File: src/rtl/bcd_conv_sched.sv
// Shared shift-and-add-3 binary-to-BCD engine for two round-robin requesters; define BCD_SCHED_FIXED_PRIO_EN for fixed priority (req0 wins ties).
// Latency: result valid WIDTH cycles after accept; valid/ready on both sides, result held indefinitely under out_ready=0.
module bcd_conv_sched #(
  parameter int WIDTH  = 8,
  parameter int DIGITS = 3
) (
  input  logic                  clk,
  input  logic                  rst_n,
  input  logic                  req0_valid,
  input  logic [WIDTH-1:0]      req0_data,
  output logic                  req0_ready,
  input  logic                  req1_valid,
  input  logic [WIDTH-1:0]      req1_data,
  output logic                  req1_ready,
  output logic                  out_valid,
  output logic [4*DIGITS-1:0]   out_bcd,
  output logic                  out_id,
  input  logic                  out_ready,
  output logic                  busy
);

  localparam int BW = 4*DIGITS;
  localparam int SW = BW + WIDTH;
  localparam int CW = $clog2(WIDTH+1);

  typedef enum logic [1:0] {IDLE, CONV, HOLD} state_t;

  state_t          state_q, state_d;
  logic [CW-1:0]   cnt_q, cnt_d;
  logic [SW-1:0]   sr_q, sr_d;
  logic [BW-1:0]   out_bcd_q, out_bcd_d;
  logic            out_id_q, out_id_d;
  logic            out_valid_q, out_valid_d;
  logic            last_q, last_d;

  logic            gnt0, gnt1;
  logic [SW-1:0]   sr_adj, sr_shift;

  always_comb begin
`ifdef BCD_SCHED_FIXED_PRIO_EN
    gnt0 = req0_valid;
`else
    // last_q==1 means requester 1 was served most recently, so req0 wins a tie
    gnt0 = req0_valid && (!req1_valid || last_q);
`endif
    gnt1 = req1_valid && !gnt0;
  end

  assign req0_ready = (state_q == IDLE) && gnt0;
  assign req1_ready = (state_q == IDLE) && gnt1;

  always_comb begin
    sr_adj = sr_q;
    for (int i = 0; i < DIGITS; i++) begin
      if (sr_q[WIDTH+4*i +: 4] >= 4'd5)
        sr_adj[WIDTH+4*i +: 4] = sr_q[WIDTH+4*i +: 4] + 4'd3;
    end
    sr_shift = sr_adj << 1;
  end

  always_comb begin
    state_d     = state_q;
    cnt_d       = cnt_q;
    sr_d        = sr_q;
    out_bcd_d   = out_bcd_q;
    out_id_d    = out_id_q;
    out_valid_d = out_valid_q;
    last_d      = last_q;
    unique case (state_q)
      IDLE: begin
        if (gnt0 || gnt1) begin
          sr_d     = {{BW{1'b0}}, (gnt1 ? req1_data : req0_data)};
          cnt_d    = CW'(WIDTH);
          out_id_d = gnt1;
          last_d   = gnt1;
          state_d  = CONV;
        end
      end
      CONV: begin
        sr_d  = sr_shift;
        cnt_d = cnt_q - CW'(1);
        if (cnt_q == CW'(1)) begin
          out_bcd_d   = sr_shift[SW-1 -: BW];
          out_valid_d = 1'b1;
          state_d     = HOLD;
        end
      end
      HOLD: begin
        if (out_ready) begin
          out_valid_d = 1'b0;
          state_d     = IDLE;
        end
      end
      default: state_d = IDLE;
    endcase
  end

  always_ff @(posedge clk or negedge rst_n) begin
    if (!rst_n) begin
      state_q     <= IDLE;
      cnt_q       <= '0;
      sr_q        <= '0;
      out_bcd_q   <= '0;
      out_id_q    <= 1'b0;
      out_valid_q <= 1'b0;
      last_q      <= 1'b1;
    end else begin
      state_q     <= state_d;
      cnt_q       <= cnt_d;
      sr_q        <= sr_d;
      out_bcd_q   <= out_bcd_d;
      out_id_q    <= out_id_d;
      out_valid_q <= out_valid_d;
      last_q      <= last_d;
    end
  end

  assign out_valid = out_valid_q;
  assign out_bcd   = out_bcd_q;
  assign out_id    = out_id_q;
  assign busy      = (state_q != IDLE);

endmodule

File: config.mk
export PLATFORM = sky130hd
export DESIGN_NAME = bcd_conv_sched
export DESIGN_NICKNAME = d
export VERILOG_FILES = /design/src/rtl/bcd_conv_sched.sv
export SDC_FILE = /design/constraint.sdc
export NUM_CORES = 1
export LEC_CHECK = 0
export BUFFER_PORTS_ARGS = -buffer_cell sky130_fd_sc_hd__buf_2
export CORE_ASPECT_RATIO = 2
export CORE_UTILIZATION = 55
export CTS_CLUSTER_SIZE = 8
export DETAILED_ROUTE_END_ITERATION = 10
export PLACE_DENSITY = 0.78
export SLEW_MARGIN = 20
export SYNTH_ARGS = -nofsm -noshare
export SYNTH_HDL_FRONTEND = slang
export SYNTH_SLANG_ARGS = --single-unit
File: constraint.sdc
create_clock -name clk -period 2.6 [get_ports clk]
set_clock_uncertainty 0.2 [all_clocks]
set_input_delay 0.52 -clock clk [delete_from_list [all_inputs] [get_ports clk]]
set_output_delay 0.52 -clock clk [all_outputs]
set_load 0.03 [all_outputs]
==> results of run 1 <==
## power by group through the flow
stage / Clock [uW] / Combinational (uW) / Sequential [uW]
after detailed placement: 0 / 1710 / 1190
final: 406 / 1710 / 1180
after global placement: 0 / 1670 / 1170
after CTS: 416 / 1720 / 1180
after floorplan: 0 / 1170 / 1340
after global routing: 442 / 1890 / 1220
## metrics by stage
step	hold slack [ns]	std cells	util	instance area, um2	total power, uW
after detailed placement	0.270	270	0.637	2320	2900
after global routing	0.227	279	0.664	2420	3550
after global placement	0.262	270	0.637	2320	2840
after CTS	0.215	279	0.664	2420	3320
final	0.221	279	0.664	2420	3290
after floorplan	0.0244	187	-	2100	2510
## Yosys cell counts, drive strengths merged
library cell  instances
a32o                  3
nor2                  5
inv                  11
xnor2                 4
or2                   1
nand2                12
o31ai                 4
o21ai                17
a21oi                21
ha                    8
o22ai                 3
or3                   1
a21boi                1
dfstp                 1
mux2i                11
nor3b                 6
nor3                  2
and2                  1
mux2                  8
a22o                  8
a31oi                 1
and2b                 1
nand3b                7
dfrtp                40
clkbuf                1
buf                   6
nand2b                3
## worst min-delay path by stage
stage,from,end,slack (ns),cells after the start
after global placement,out_bcd[3],out_bcd[3],0.26,2
final,out_ready,state_q[1],0.22,2
after global routing,out_ready,state_q[1],0.23,2
after detailed placement,out_bcd[3],out_bcd[3],0.27,2
after CTS,out_ready,state_q[1],0.21,2
after floorplan,rst_n,cnt_q[0],0.02,0
## critical path, cell delays in order (launching register included)
cell and delay (ns):
dfrtp_1 0.46, nor2_1 0.28, nand2_1 0.09, a21oi_1 0.15, buf_2 0.22
## area by class of cell
| cell class | count | area (um2) |
|---|---|---|
| inverter | 11 | 41.3 |
| fill | 335 | 1230 |
| sequential | 41 | 1030 |
| timing repair buffer | 42 | 225 |
| multi-input combinational | 128 | 978 |
| clock buffer | 5 | 68.8 |
| clock inverter | 3 | 17.5 |
| tap | 49 | 61.3 |
## kinds of logic after synthesis
| group | share of synthesized area |
|---|---|
| AO/OA/AOI/OAI | 0.174 |
| XOR/XNOR | 0.0167 |
| adder cells (fa/ha/maj) | 0.0478 |
| buffers and inverters | 0.0430 |
| flip-flops | 0.490 |
| multiplexers | 0.110 |
| AND/OR/NAND/NOR | 0.119 |
## metal layers
layer / wire [um] / up-vias
li1: - / 755
met1: 1600 / 724
met2: 2130 / 36
met3: 105 / 8
met4: 73 / 0
met5: 0 / -
## what timing repair did
item | in CTS | in global routing
endpoints found under the hold margin | 18 | 0
hold buffers | 1 | 0
setup endpoints to repair | 0 | 0
## sequential cells by signal, indices dropped and copies added, names as in the netlist
register,cells
sr_q,20
state_q,2
out_valid,1
last_q,1
cnt_q,4
out_bcd,12
out_id,1
==> summary.txt, run 1 <==
Outcome
  • Status: finished, final reports clean

CTS
  • Clk slew on worst S/H paths: 0.08 ns
  • Skew-Pair Late Insertion Delay: 0.29 ns
  • Post-CTS resize count: 0
  • CTS root buf: clkbuf_8
  • Total CTS buffers: 5
  • Number of H-tree levels: 2
  • Clock buffer depth: 2
  • Clk sinks: 41
  • Post-CTS setup buffer count: 0
  • CTS tree: done

Logic synthesis
  • Syn Nets: 216
  • Cell Area, Synth: 0.00210 mm2
  • Mapped Cells: 187
  • FF+latch count, synth: 41
  • Library cells used by synthesis: 36
  • Synth area leaders: dfrtp_1, mux2_4, mux2i_1, ha_1, a21oi_1
  • Warnings from Yosys: 0
  • Seq/Total Area, Yosys: 0.490
  • Top cell type's share of synthesized area: 0.478
  • Avg Inst Size Synth: 11.2 um2
  • Dominant cell type by area after synthesis: dfrtp_1

Die
  • Die width: 45.7 um
  • Core area: 0.00365 mm2
  • Num rows: 31
  • DIE HEIGHT: 89.3 um
  • Die ar.: 0.00408 mm2
  • Top-Level Pins: 38
  • Initial Util: 0.575

Setup path
  • Crit path kind: register to output port
  • Crit end category: output port
  • CP Launch Type: register
  • Worst Path Max Fanout: 7
  • Critical path arrival: 1.50 ns
  • Worst r2r path cells: 5
  • Worst reg2reg setup slack: 0.76 ns
  • RR Startpoint: cnt_q[1]
  • Reg-to-reg endpoint: out_bcd[0]
  • Setup crit start: state_q[1]
  • Crit path to: req0_ready
  • Critical Path RT: 1.88 ns

Global routing
  • M1 GR Usage: 0.235
  • Overall Global Routing Usage: 0.219
  • Antenna violations before repair: 0
  • Met2 usage: 0.391
  • Vias in the first global route: 1509
  • Global-route wire length before repair: 6.42 mm
  • Grt peak-use layer: met2
  • Pin count of the biggest net entering global routing: 22
  • Grt met3 use: 0.0404
  • GRT overflow: 0

STA
  • RSZ-0062 raised after global routing: false
  • F_max: 450 MHz
  • Min Tclk post-route: 2.22 ns
  • Final Worst Setup Slack: 0.380 ns
  • Hold Fails Final Rpt: 0
  • Finish-stage setup viols: 0
  • Fin. max-slew vios: 0
  • Period utilization: 0.854
  • Slew HR: 0.641
  • Least-Margin Pin Slew: 0.538 ns
  • Setup TNS: 0 ns

Drt
  • Vias: 1523
  • DRT Pass-1 Iters: 4
  • WL per Instance: 14.0 um
  • ANT nets after route: 0
  • DR vias/cell: 5.46
  • Final wirelength: 3.91 mm
  • Number of remaining DRC errors: 0
  • Initial drt markers: 38

Place
  • DP HPWL: 2.87 mm
  • Pre-CTS setup slack: 0.631 ns
  • GP Congestion: 0.811
  • Buffers on Ports: 37

Final layout
  • Fraction of layout instances using a drive strength above 1: 0.296
  • Nets: 258
  • Antenna diodes: 0
  • Commonest non-fill, non-tap cell in the layout: dfrtp_1
  • Area Overhead vs Synth: 15.5%
  • Most frequent cells in the layout: dfrtp_1, buf_2, a21oi_1

Power
  • Int Power: 1870 uW
  • Pwr/cell area: 1360 mW/mm2
  • Sw Ratio: 0.430
  • NetSw: 1420 uW
  • Leak: 0.00119 uW
  • Clock power frac: 0.123
  • Register share of total power: 0.358
  • Peak VDD IR: 857 uV
  • Comb pwr share: 0.519

Min path
  • HP Class: primary input to register

Run
  • Max cap viols: 0
Note: power is estimated with default switching activity, not from simulation.
==> inputs of run 2 (changes only) <==
--- a/config.mk
+++ b/config.mk
@@ -6,12 +6,15 @@
 export NUM_CORES = 1
 export LEC_CHECK = 0
 export BUFFER_PORTS_ARGS = -buffer_cell sky130_fd_sc_hd__buf_2
+export CELL_PAD_IN_SITES_DETAIL_PLACEMENT = 1
+export CELL_PAD_IN_SITES_GLOBAL_PLACEMENT = 2
 export CORE_ASPECT_RATIO = 2
-export CORE_UTILIZATION = 55
+export CORE_UTILIZATION = 38
 export CTS_CLUSTER_SIZE = 8
 export DETAILED_ROUTE_END_ITERATION = 10
-export PLACE_DENSITY = 0.78
+export PLACE_DENSITY = 0.85
 export SLEW_MARGIN = 20
 export SYNTH_ARGS = -nofsm -noshare
 export SYNTH_HDL_FRONTEND = slang
 export SYNTH_SLANG_ARGS = --single-unit
+export TNS_END_PERCENT = 50
==> summary.txt, run 2 (synthesis results as in run 1) <==
CTS
  • CTS tree: done (unchanged)
  • Skew-Pair Late Insertion Delay: 0.30 ns (was 0.29 ns)
  • Clock buffer depth: 2 (unchanged)
  • Post-CTS setup buffer count: 0 (unchanged)
  • Number of H-tree levels: 2 (unchanged)
  • CTS root buf: clkbuf_8 (unchanged)
  • Clk slew on worst S/H paths: 0.08 ns (about the same)
  • Total CTS buffers: 5 (unchanged)
  • Clk sinks: 41 (unchanged)

Final layout
  • Area Overhead vs Synth: 17.4% (was 15.5%)
  • Fraction of layout instances using a drive strength above 1: 0.294 (was 0.296)
  • Max reg flops: 20 (unchanged)
  • Commonest non-fill, non-tap cell in the layout: dfrtp_1 (unchanged)
  • Top reg by flops: sr_q (unchanged)
  • Nets: 259 (was 258)
  • Antenna diodes: 0 (unchanged)
  • Most frequent cells in the layout: dfrtp_1, buf_2, a21oi_1 (unchanged)

Die
  • Die width: 54.5 um (was 45.7 um)
  • Num rows: 37 (was 31)
  • Top-Level Pins: 38 (unchanged)
  • Core area: 0.00523 mm2 (was 0.00365 mm2)
  • Initial Util: 0.401 (was 0.575)
  • DIE HEIGHT: 107 um (was 89.3 um)
  • Die ar.: 0.00583 mm2 (was 0.00408 mm2)

STA
  • Hold Fails Final Rpt: 0 (unchanged)
  • Finish-stage setup viols: 0 (unchanged)
  • Period utilization: 0.876 (was 0.854)
  • RSZ-0062 raised after global routing: false (unchanged)
  • Least-Margin Pin Slew: 0.376 ns (was 0.538 ns)
  • Min Tclk post-route: 2.28 ns (was 2.22 ns)
  • Setup TNS: 0 ns (unchanged)
  • Slew HR: 0.749 (was 0.641)
  • F_max: 439 MHz (was 450 MHz)
  • Fin. max-slew vios: 0 (unchanged)

Drt
  • Final wirelength: 4.48 mm (was 3.91 mm)
  • Number of remaining DRC errors: 0 (unchanged)
  • DRT Pass-1 Iters: 3 (was 4)
  • Initial drt markers: 22 (was 38)
  • DR vias/cell: 5.43 (was 5.46)
  • ANT nets after route: 0 (unchanged)
  • WL per Instance: 15.5 um (was 14.0 um)
  • Vias: 1568 (was 1523)

Power
  • Leak: 0.00121 uW (was 0.00119 uW)
  • Total power: 3420 uW (was 3290 uW)
  • Peak VDD IR: 758 uV (was 857 uV)
  • Pwr/cell area: 1390 mW/mm2 (was 1360 mW/mm2)

Place
  • Buffers on Ports: 37 (unchanged)
  • DP HPWL: 3.36 mm (was 2.87 mm)
  • GP Congestion: 0.719 (was 0.811)

Run
  • Max cap viols: 0 (unchanged)

Global routing
  • Antenna violations before repair: 0 (unchanged)
  • Global-route wire length before repair: 7.68 mm (was 6.42 mm)
  • GRT overflow: 0 (unchanged)
  • Overall Global Routing Usage: 0.185 (was 0.219)
  • Vias in the first global route: 1649 (was 1509)
  • Pin count of the biggest net entering global routing: 19 (was 22)

Min path
  • HP Class: primary input to register (unchanged)

Outcome
  • Status: finished, final reports clean (unchanged)

Setup path
  • Crit path kind: register to output port (unchanged)
  • CP Launch Type: register (unchanged)
  • Worst reg2reg setup slack: 0.76 ns (about the same)
  • Critical path arrival: 1.56 ns (was 1.50 ns)
  • Worst Path Max Fanout: 7 (unchanged)
  • Critical Path RT: 1.88 ns (about the same)
  • Crit end category: output port (unchanged)
run 2: cell count changes in the layout (fill, tap and decap cells not counted), sizes merged:
cell      previous run  this run
clkinv               2         1
bufinv               0         1
buf                 41        42
clkbuf               5         6
clkinvlp             1         0
run 2: layer usage:
layer,routed length (um),share of wire,GRT usage
met5,0,0,0
met4,104,0.023,0.0879
met3,132,0.029,0.0440
met2,2490,0.56,0.325
met1,1750,0.39,0.194
run 2: layout make-up:
cell class	count	area [um2]
fill	597	2770
multi-input combinational	128	978
tap	58	72.6
timing repair buffer	43	233
sequential	41	1030
clock inverter	2	35.0
clock buffer	6	72.6
inverter	11	41.3
run 2: stage by stage:
stage	cells	hold WS [ns]	setup slack (ns)	area, um2	utilization
final	289	0.200	0.324	2460	0.470
after global routing	289	0.188	0.233	2460	0.470
after CTS	289	0.188	0.296	2460	0.470
after detailed placement	280	0.229	0.642	2340	0.448
after global placement	280	0.230	0.720	2340	0.448
after floorplan	187	0.0244	0.623	2100	-
run 2: worst paths after layout:
check | startpoint | endpoint | cells after the start
min in group asynchronous | rst_n | out_bcd[3] | 2
max in group asynchronous | rst_n | last_q | 3
worst max-delay path | state_q[1] | req0_ready | 4
worst max register to register | sr_q[12] | out_bcd[6] | 6
worst min register to register | out_bcd[7] | out_bcd[7] | 2
worst min-delay path | out_ready | state_q[1] | 2
run 2: what timing repair did:
item / 4_1_cts / 5_1_grt
hold buffers: 1 / 0
endpoints found under the hold margin: 12 / 0
gates resized for setup: 0 / 0
run 2: critical path: stages, from the launching register on:
cell,delay (ns)
dfrtp_1,0.46
nor2_1,0.31
nand2_1,0.10
a21oi_1,0.16
buf_2,0.22
run 2: where the power goes:
part	internal, uW	total [uW]	switching [uW]	leakage, uW
registers	949	1190	240	0.000506
clock network	285	507	222	0.0000552
logic	742	1720	978	0.000644
total	1980	3420	1440	0.00121
